## src/rtl/multicycle_ctrl_if.sv

```systemverilog
// rtl/multicycle_ctrl_if.sv - shared memory port between the sequencer and the memory
interface multicycle_ctrl_if;
    logic mem_req_o;
    logic mem_we_o;
    logic mem_isfetch_o;
    logic mem_ack_i;

    modport master (
        output mem_req_o,
        output mem_we_o,
        output mem_isfetch_o,
        input  mem_ack_i
    );

    modport slave (
        input  mem_req_o,
        input  mem_we_o,
        input  mem_isfetch_o,
        output mem_ack_i
    );
endinterface

```

## src/rtl/multicycle_ctrl.sv

```systemverilog
// rtl/multicycle_ctrl.sv - multi-cycle FETCH/DECODE/EXEC/MEM/WB sequencer over one memory port
module multicycle_ctrl #(
    parameter int TMO_CYC = 16,
    parameter int CNT_W   = 32
) (
    input  logic                   clk,
    input  logic                   rst,
    input  logic                   start_i,
    input  logic [6:0]             opcode_i,
    input  logic                   ctrl_regwren_i,
    input  logic                   ctrl_memren_i,
    input  logic                   ctrl_memwren_i,
    input  logic                   br_taken_i,
    multicycle_ctrl_if.master      mem,
    output logic                   ir_we_o,
    output logic                   pc_we_o,
    output logic                   pcsel_o,
    output logic                   regwren_o,
    output logic                   retire_o,
    output logic [CNT_W-1:0]       insn_cnt_o,
    output logic [2:0]             state_o,
    output logic                   halted_o
);
    localparam int TW = $clog2(TMO_CYC);

    localparam logic [6:0] OP_SYSTEM = 7'b1110011;
    localparam logic [6:0] OP_JAL    = 7'b1101111;
    localparam logic [6:0] OP_JALR   = 7'b1100111;
    localparam logic [6:0] OP_BRANCH = 7'b1100011;

    typedef enum logic [2:0] {
        S_IDLE   = 3'd0,
        S_FETCH  = 3'd1,
        S_DECODE = 3'd2,
        S_EXEC   = 3'd3,
        S_MEM    = 3'd4,
        S_WB     = 3'd5,
        S_HALT   = 3'd6,
        S_ERROR  = 3'd7
    } state_t;

    state_t           state;
    logic [TW-1:0]    tmo_cnt;
    logic             pcsel_q;
    logic             store_q;
    logic [CNT_W-1:0] insn_cnt;
    logic             is_system;
    logic             tmo_last;
    logic             pcsel_next;

    assign is_system = (opcode_i == OP_SYSTEM);
    assign tmo_last  = (tmo_cnt == TW'(TMO_CYC - 1));

    always_comb begin
        pcsel_next = 1'b0;
        case (opcode_i)
            OP_JAL, OP_JALR: pcsel_next = 1'b1;
            OP_BRANCH:       pcsel_next = br_taken_i;
            default:         pcsel_next = 1'b0;
        endcase
    end

    // tmo_cnt only survives a cycle while a request is pending without ack;
    // every other path, including any state change, returns it to zero.
    always_ff @(posedge clk or negedge rst) begin
        if (!rst) begin
            state    <= S_IDLE;
            tmo_cnt  <= '0;
            pcsel_q  <= 1'b0;
            store_q  <= 1'b0;
            insn_cnt <= '0;
        end else begin
            tmo_cnt <= '0;
            case (state)
                S_IDLE: begin
                    if (start_i) state <= S_FETCH;
                end
                S_FETCH: begin
                    if (mem.mem_ack_i)  state <= S_DECODE;
                    else if (tmo_last)  state <= S_ERROR;
                    else                tmo_cnt <= tmo_cnt + TW'(1);
                end
                S_DECODE: begin
                    if (is_system) begin
                        state    <= S_HALT;
                        insn_cnt <= insn_cnt + CNT_W'(1);
                    end else begin
                        state <= S_EXEC;
                    end
                end
                S_EXEC: begin
                    pcsel_q <= pcsel_next;
                    store_q <= ctrl_memwren_i;
                    state   <= (ctrl_memren_i || ctrl_memwren_i) ? S_MEM : S_WB;
                end
                S_MEM: begin
                    if (mem.mem_ack_i)  state <= S_WB;
                    else if (tmo_last)  state <= S_ERROR;
                    else                tmo_cnt <= tmo_cnt + TW'(1);
                end
                S_WB: begin
                    insn_cnt <= insn_cnt + CNT_W'(1);
                    state    <= S_FETCH;
                end
                default: state <= state;
            endcase
        end
    end

    // Request lines depend only on registered state so they hold steady while waiting
    // and drop the instant reset is asserted.
    assign mem.mem_req_o     = (state == S_FETCH) || (state == S_MEM);
    assign mem.mem_isfetch_o = (state == S_FETCH);
    assign mem.mem_we_o      = (state == S_MEM) && store_q;

    assign ir_we_o    = (state == S_FETCH) && mem.mem_ack_i;
    assign pc_we_o    = (state == S_WB);
    assign pcsel_o    = (state == S_WB) && pcsel_q;
    assign regwren_o  = (state == S_WB) && ctrl_regwren_i;
    assign retire_o   = (state == S_WB) || ((state == S_DECODE) && is_system);
    assign insn_cnt_o = insn_cnt;
    assign state_o    = state;
    assign halted_o   = (state == S_HALT) || (state == S_ERROR);
endmodule

```

## src/flat_wrapper.sv

```systemverilog
// flat-port wrapper written by rule: the top's interface ports become plain ports
module multicycle_ctrl_flat 
#(
    parameter int TMO_CYC = 16,
    parameter int CNT_W   = 32
)
  (clk, rst, start_i, opcode_i, ctrl_regwren_i, ctrl_memren_i, ctrl_memwren_i, br_taken_i, ir_we_o, pc_we_o, pcsel_o, regwren_o, retire_o, insn_cnt_o, state_o, halted_o, mem_mem_req_o, mem_mem_we_o, mem_mem_isfetch_o, mem_mem_ack_i);
  multicycle_ctrl_if mem_i ();
  input  logic clk;
  input  logic rst;
  input  logic start_i;
  input  logic [6:0] opcode_i;
  input  logic ctrl_regwren_i;
  input  logic ctrl_memren_i;
  input  logic ctrl_memwren_i;
  input  logic br_taken_i;
  output logic ir_we_o;
  output logic pc_we_o;
  output logic pcsel_o;
  output logic regwren_o;
  output logic retire_o;
  output logic [CNT_W-1:0] insn_cnt_o;
  output logic [2:0] state_o;
  output logic halted_o;
  output wire logic [$bits(mem_i.mem_req_o)-1:0] mem_mem_req_o;
  output wire logic [$bits(mem_i.mem_we_o)-1:0] mem_mem_we_o;
  output wire logic [$bits(mem_i.mem_isfetch_o)-1:0] mem_mem_isfetch_o;
  input wire logic [$bits(mem_i.mem_ack_i)-1:0] mem_mem_ack_i;
  assign mem_mem_req_o = mem_i.mem_req_o;
  assign mem_mem_we_o = mem_i.mem_we_o;
  assign mem_mem_isfetch_o = mem_i.mem_isfetch_o;
  assign mem_i.mem_ack_i = mem_mem_ack_i;
  multicycle_ctrl #(.TMO_CYC(TMO_CYC), .CNT_W(CNT_W)) u_core (.clk(clk), .rst(rst), .start_i(start_i), .opcode_i(opcode_i), .ctrl_regwren_i(ctrl_regwren_i), .ctrl_memren_i(ctrl_memren_i), .ctrl_memwren_i(ctrl_memwren_i), .br_taken_i(br_taken_i), .mem(mem_i), .ir_we_o(ir_we_o), .pc_we_o(pc_we_o), .pcsel_o(pcsel_o), .regwren_o(regwren_o), .retire_o(retire_o), .insn_cnt_o(insn_cnt_o), .state_o(state_o), .halted_o(halted_o));
endmodule
```

## config.mk

```make
export PLATFORM = sky130hd
export DESIGN_NAME = multicycle_ctrl_flat
export DESIGN_NICKNAME = d
export VERILOG_FILES = /design/src/rtl/multicycle_ctrl_if.sv /design/src/rtl/multicycle_ctrl.sv /design/src/flat_wrapper.sv
export SDC_FILE = /design/constraint.sdc
export NUM_CORES = 1
export LEC_CHECK = 0
export ABC_AREA = 1
export CORE_ASPECT_RATIO = 1.1
export CORE_MARGIN = 3
export CORE_UTILIZATION = 50
export CTS_CLUSTER_SIZE = 30
export DETAILED_ROUTE_END_ITERATION = 10
export PLACE_DENSITY = 0.83
export SLEW_MARGIN = 20
export SYNTH_ARGS = -nofsm -noshare
export SYNTH_HDL_FRONTEND = slang
export SYNTH_SLANG_ARGS = --single-unit
```

## constraint.sdc

```tcl
create_clock -name clk -period 3.2 [get_ports clk]
set_clock_uncertainty 0.15 [all_clocks]
set_input_delay 0.64 -clock clk [delete_from_list [all_inputs] [get_ports clk]]
set_output_delay 0.64 -clock clk [all_outputs]
set_load 0.01 [all_outputs]
```

; ---- Word-level counts from Yosys, hierarchy flattened
; Index checks and enable logic that the tools add are counted.
[totals]
wordCells = 50
reg_bits = 41
input_bits = 15
output_inout_bits = 44
[op_classes]
n_mux = 13
eq_ne = 14
n_addsub = 2
reduce_logical = 16
[op_table]
columns = cell, n
row1 = $pmux 32 s2, 1
row2 = $add 32x1->32 const B, 1
row3 = $mux 32, 1
row4 = $eq 7x7->1 const B, 4
row5 = $pmux 3 s6, 1
row6 = $mux 3, 5
row7 = $eq 3x3->1 const B, 4
row8 = $mux 4, 3
row9 = $eq 3x2->1 const B, 2
row10 = $reduce_bool 6->1, 1
row11 = $logic_and 1x1->1, 5
row12 = $add 4x1->4 const B, 1
row13 = $eq 4x4->1 const B, 1
row14 = $logic_or 1x1->1, 4
row15 = $reduce_and 2->1, 2
row16 = $reduce_or 2->1, 2
row17 = $eq 3x1->1 const B, 1
row18 = $logic_not 3->1, 1
row19 = $ne 2x1->1 const B, 1
row20 = $ne 2x2->1 const B, 1
row21 = $pmux 1 s2, 1
row22 = $reduce_bool 2->1, 1
row23 = $mux 1, 1

; ---- Depth between registers and ports, before layout
[depth]
word_depth = 4
depth_mapped = 9
mapped_depth_nobuf = 9

; ---- Worst setup path before layout
; No wires, ideal clock.
[synth_path]
path_kind = input port to output port
from = input opcode_i[3]
to = output retire_o
arrival_time_ps = 1323
stages = 4
setup_slack_ps = 1087
cell_sequence = nor3_1 > nand3_2 > nand2_4 > buf_4
[synth_via]
elab_chain_len = 3
[synth_rtl]
columns = element, line
row1 = from (decl), flat_wrapper.sv:12  ; input logic [6:0] opcode_i;
row2 = $eq 7x7->1, multicycle_ctrl.sv:51  ; assign is_system = (opcode_i == OP_SYSTEM);
row3 = $logic_and 1x1->1, multicycle_ctrl.sv:120  ; assign retire_o = (state == S_WB) || ((state == S_DECODE) && is_system);
row4 = $logic_or 1x1->1, multicycle_ctrl.sv:120
row5 = to (decl), flat_wrapper.sv:21  ; output logic retire_o;
; No other way between the ends.

; ---- Worst setup path in the final report
[layout_path]
from = input opcode_i[4]
to = output retire_o
; Same word-level chain as after synthesis.

==> flow_metrics.py <==
metrics = {
    "routing": {
        "wl_met2_mm": 3.06,
        "ant_nets": 0,
        "dr.max_layer_used": "met4",
        "viasPerCell": 5.28,
        "drtIter0Drc": 137,
        "drt-pass1-iter-count": 4,
        "drt-total-wl_mm": 6.49,
        "post-route-drc-count": 0,
        "met3_length_um": 293,
        "route.layer.met1.wl_mm": 2.93,
        "vias": 2731,
        "routedWlPerCell_um": 12.5,
    },
    "synthesis": {
        "ys_seq_area_frac": 0.390,
        "synth_cell_types": 26,
        "synth_area_leaders": "dfrtp_1 (39%), nand2_1 (23%), nor2_1 (8.7%)",
        "syn_area_per_cell_sq_um": 6.62,
        "synth_nets": 414,
        "synth_area_sq_um": 2630,
        "synthCells": 397,
        "synth_area_leader_cell": "dfrtp_1",
        "synth_seq_cells": 41,
        "yosysTopAreaCellShare": 0.390,
        "synth.yosys.warnings": 0,
    },
    "power_and_ir_drop": {
        "p_leak_nw": 1.48,
        "fin_total_pwr_mw": 0.889,
        "vdd_drop_max_mv": 0.241,
        "cellPowerDensity_nw_per_um2": 267,
    },
    "layout": {
        "layout.cells.non_filler": 517,
        "area_delta_synth_final_pct": 26.6,
        "nets": 475,
        "final_cell_mix": "nand2_1 (164), nor2_1 (61), clkdlybuf4s50_1 (57), inv_1 (43), dfrtp_1 (41)",
        "fillers": 448,
        "multi_input_area_sq_um": 1390,
        "seqCellArea_sq_um": 1030,
        "num_antenna_cells": 0,
        "mostFrequentLayoutCell": "nand2_1",
        "drive_gt1_frac": 0.0545,
    },
    "timing": {
        "finalSetupTns_ps": 0,
        "slew-limit-headroom": 0.390,
        "rsz0062_at_grt": "no",
        "fin_crit_sh": 0.931,
        "finalSetupViolations": 0,
        "setup_slack_ps": 222,
        "finalHoldViolations": 0,
        "drv_slew": 0,
        "worst_pin_slew_ps": 915,
        "min_period_ps": 2980,
        "fmax_mhz": 336,
    },
    "grt": {
        "grt_overflow_total": 0,
        "grt_pass1_vias": 2626,
        "grt_pass1_wl_mm": 11.4,
        "grt_use_total": 0.238,
        "grt_antenna_before_repair": 0,
        "grt_start_max_net_pins": 46,
    },
    "clocking": {
        "post-cts-setup-buffers": 0,
        "cts_tree": "done",
        "h-tree-depth": 2,
        "cts_root_buf": "clkbuf_8",
        "postCtsHoldBufs": 0,
        "cts_max_path_buffers": 2,
        "cts-buffers-inserted": 5,
        "cts.sinks": 41,
        "cts_resized": 0,
        "cts.reportedPaths.clkPinSlew_ps": 80,
        "clkLatencyLatePin_ps": 300,
    },
    "die": {
        "rows": 27,
        "die_area_sq_um": 6170,
        "die_h_um": 82.1,
        "start_util": 0.522,
        "io_pins": 59,
        "die_w_um": 75.2,
        "core_area_sq_um": 5030,
    },
    "placed_design": {
        "place_inst": 509,
        "place_congestion": 0.918,
        "io_buffers": 58,
        "hpwl_mm": 5.02,
        "dpl_worst_slack_ps": 222,
    },
    "setup_path": {
        "critPathBufInv": 3,
        "path_cells": "clkdlybuf4s50_1 > inv_1 > nor3_1 > nand3_2 > nand2_4 > clkdlybuf4s50_1",
        "critPathTopFamily": "buffers and inverters",
        "crit_path_max_incr_delay_ps": 550,
        "setup.worst_path.start_class": "primary input",
        "worstPathRequired_ps": 2410,
        "cpMaxStageDelayCell": "clkdlybuf4s50_1",
        "crit_arrival_ps": 2190,
        "end_kind": "primary output",
        "path_class": "primary input to primary output",
        "crit_top_cell": "clkdlybuf4s50_1",
        "crit_fanout": 2,
    },
    "worst_hold_path": {
        "hp-class": "register to register",
    },
    "flow_run": {
        "drv_cap": 0,
    },
    "outcome": {
        "outcome": "completed",
    },
}
through the flow:
stage          hold WS, ps  instance area (sq um)   util
2_1_floorplan          194                   2630      -
3_3_place_gp           290                   3240  0.644
3_5_place_dp           301                   3240  0.644
4_1_cts                312                   3330  0.661
5_1_grt                348                   3330  0.661
6_report               310                   3330  0.661
where the power goes:
group | total (mW) | switching (mW) | internal (mW) | leakage [nW]
registers | 0.518 | 0 | 0.518 | 0.542
logic | 0.0304 | 0.0150 | 0.0154 | 0.895
clock network | 0.341 | 0.191 | 0.151 | 0.0439
flip-flops by register name, indices dropped and copies added (netlist names):
register	count
u_core.tmo_cnt	4
u_core.state_o	3
u_core.insn_cnt_o	32
u_core.store_q	1
u_core.pcsel_q	1
routing by layer:
metal	track usage	up-vias
met4	0.105	0
met3	0.0416	16
met2	0.388	90
met5	0	-
met1	0.306	1285
li1	-	1340
final cells by class:
cell class              instances  area share
clock inverters                 3     0.00526
inverters                      46      0.0519
well taps                      58      0.0218
flip-flops and latches         41       0.308
repair buffers                 59       0.175
clock buffers                   5      0.0207
multi-input cells             305       0.417
kinds of logic after synthesis:
family | Yosys count | synth area share
adder cells (fa/ha/maj) | 2 | 0.00951
buffers and inverters | 51 | 0.0818
AND/OR/NAND/NOR | 276 | 0.437
XOR/XNOR | 16 | 0.0590
flip-flops | 41 | 0.390
AO/OA/AOI/OAI | 11 | 0.0228
Yosys cell counts:
cell / instances
a21oi_1: 2
xor2_1: 8
nor2_1: 61
o21ai_1: 3
nor2_4: 1
buf_2: 1
inv_2: 3
nand2_4: 1
dfrtp_1: 41
o21ai_0: 4
nand4_1: 7
nand3b_1: 4
inv_1: 43
xnor2_1: 6
o2111ai_1: 1
nor3_1: 3
a31oi_1: 1
xnor2_2: 2
ha_1: 2
nand2_1: 164
nand3_2: 2
nor2_2: 3
nand2_2: 3
nand3_1: 27
buf_4: 2
buf_6: 2
path summary, 6_finish.rpt:
kind                                                from                           endpoint  slack (ps)  cells after the start
setup / recovery                             opcode_i[4]                           retire_o         220                      6
hold / removal               u_core.tmo_cnt[0]$_DFF_PN0_        u_core.tmo_cnt[0]$_DFF_PN0_         310                      1
max in group asynchronous                            rst  u_core.insn_cnt_o[24]$_DFFE_PN0P_        2010                      1
min in group asynchronous                            rst        u_core.tmo_cnt[2]$_DFF_PN0_         320                      1
setup reg to reg           u_core.state_o[2]$_DFFE_PN0P_  u_core.insn_cnt_o[28]$_DFFE_PN0P_        1150                      9
hold reg to reg              u_core.tmo_cnt[0]$_DFF_PN0_        u_core.tmo_cnt[0]$_DFF_PN0_         310                      1
Power figures use the tool's default switching activity.
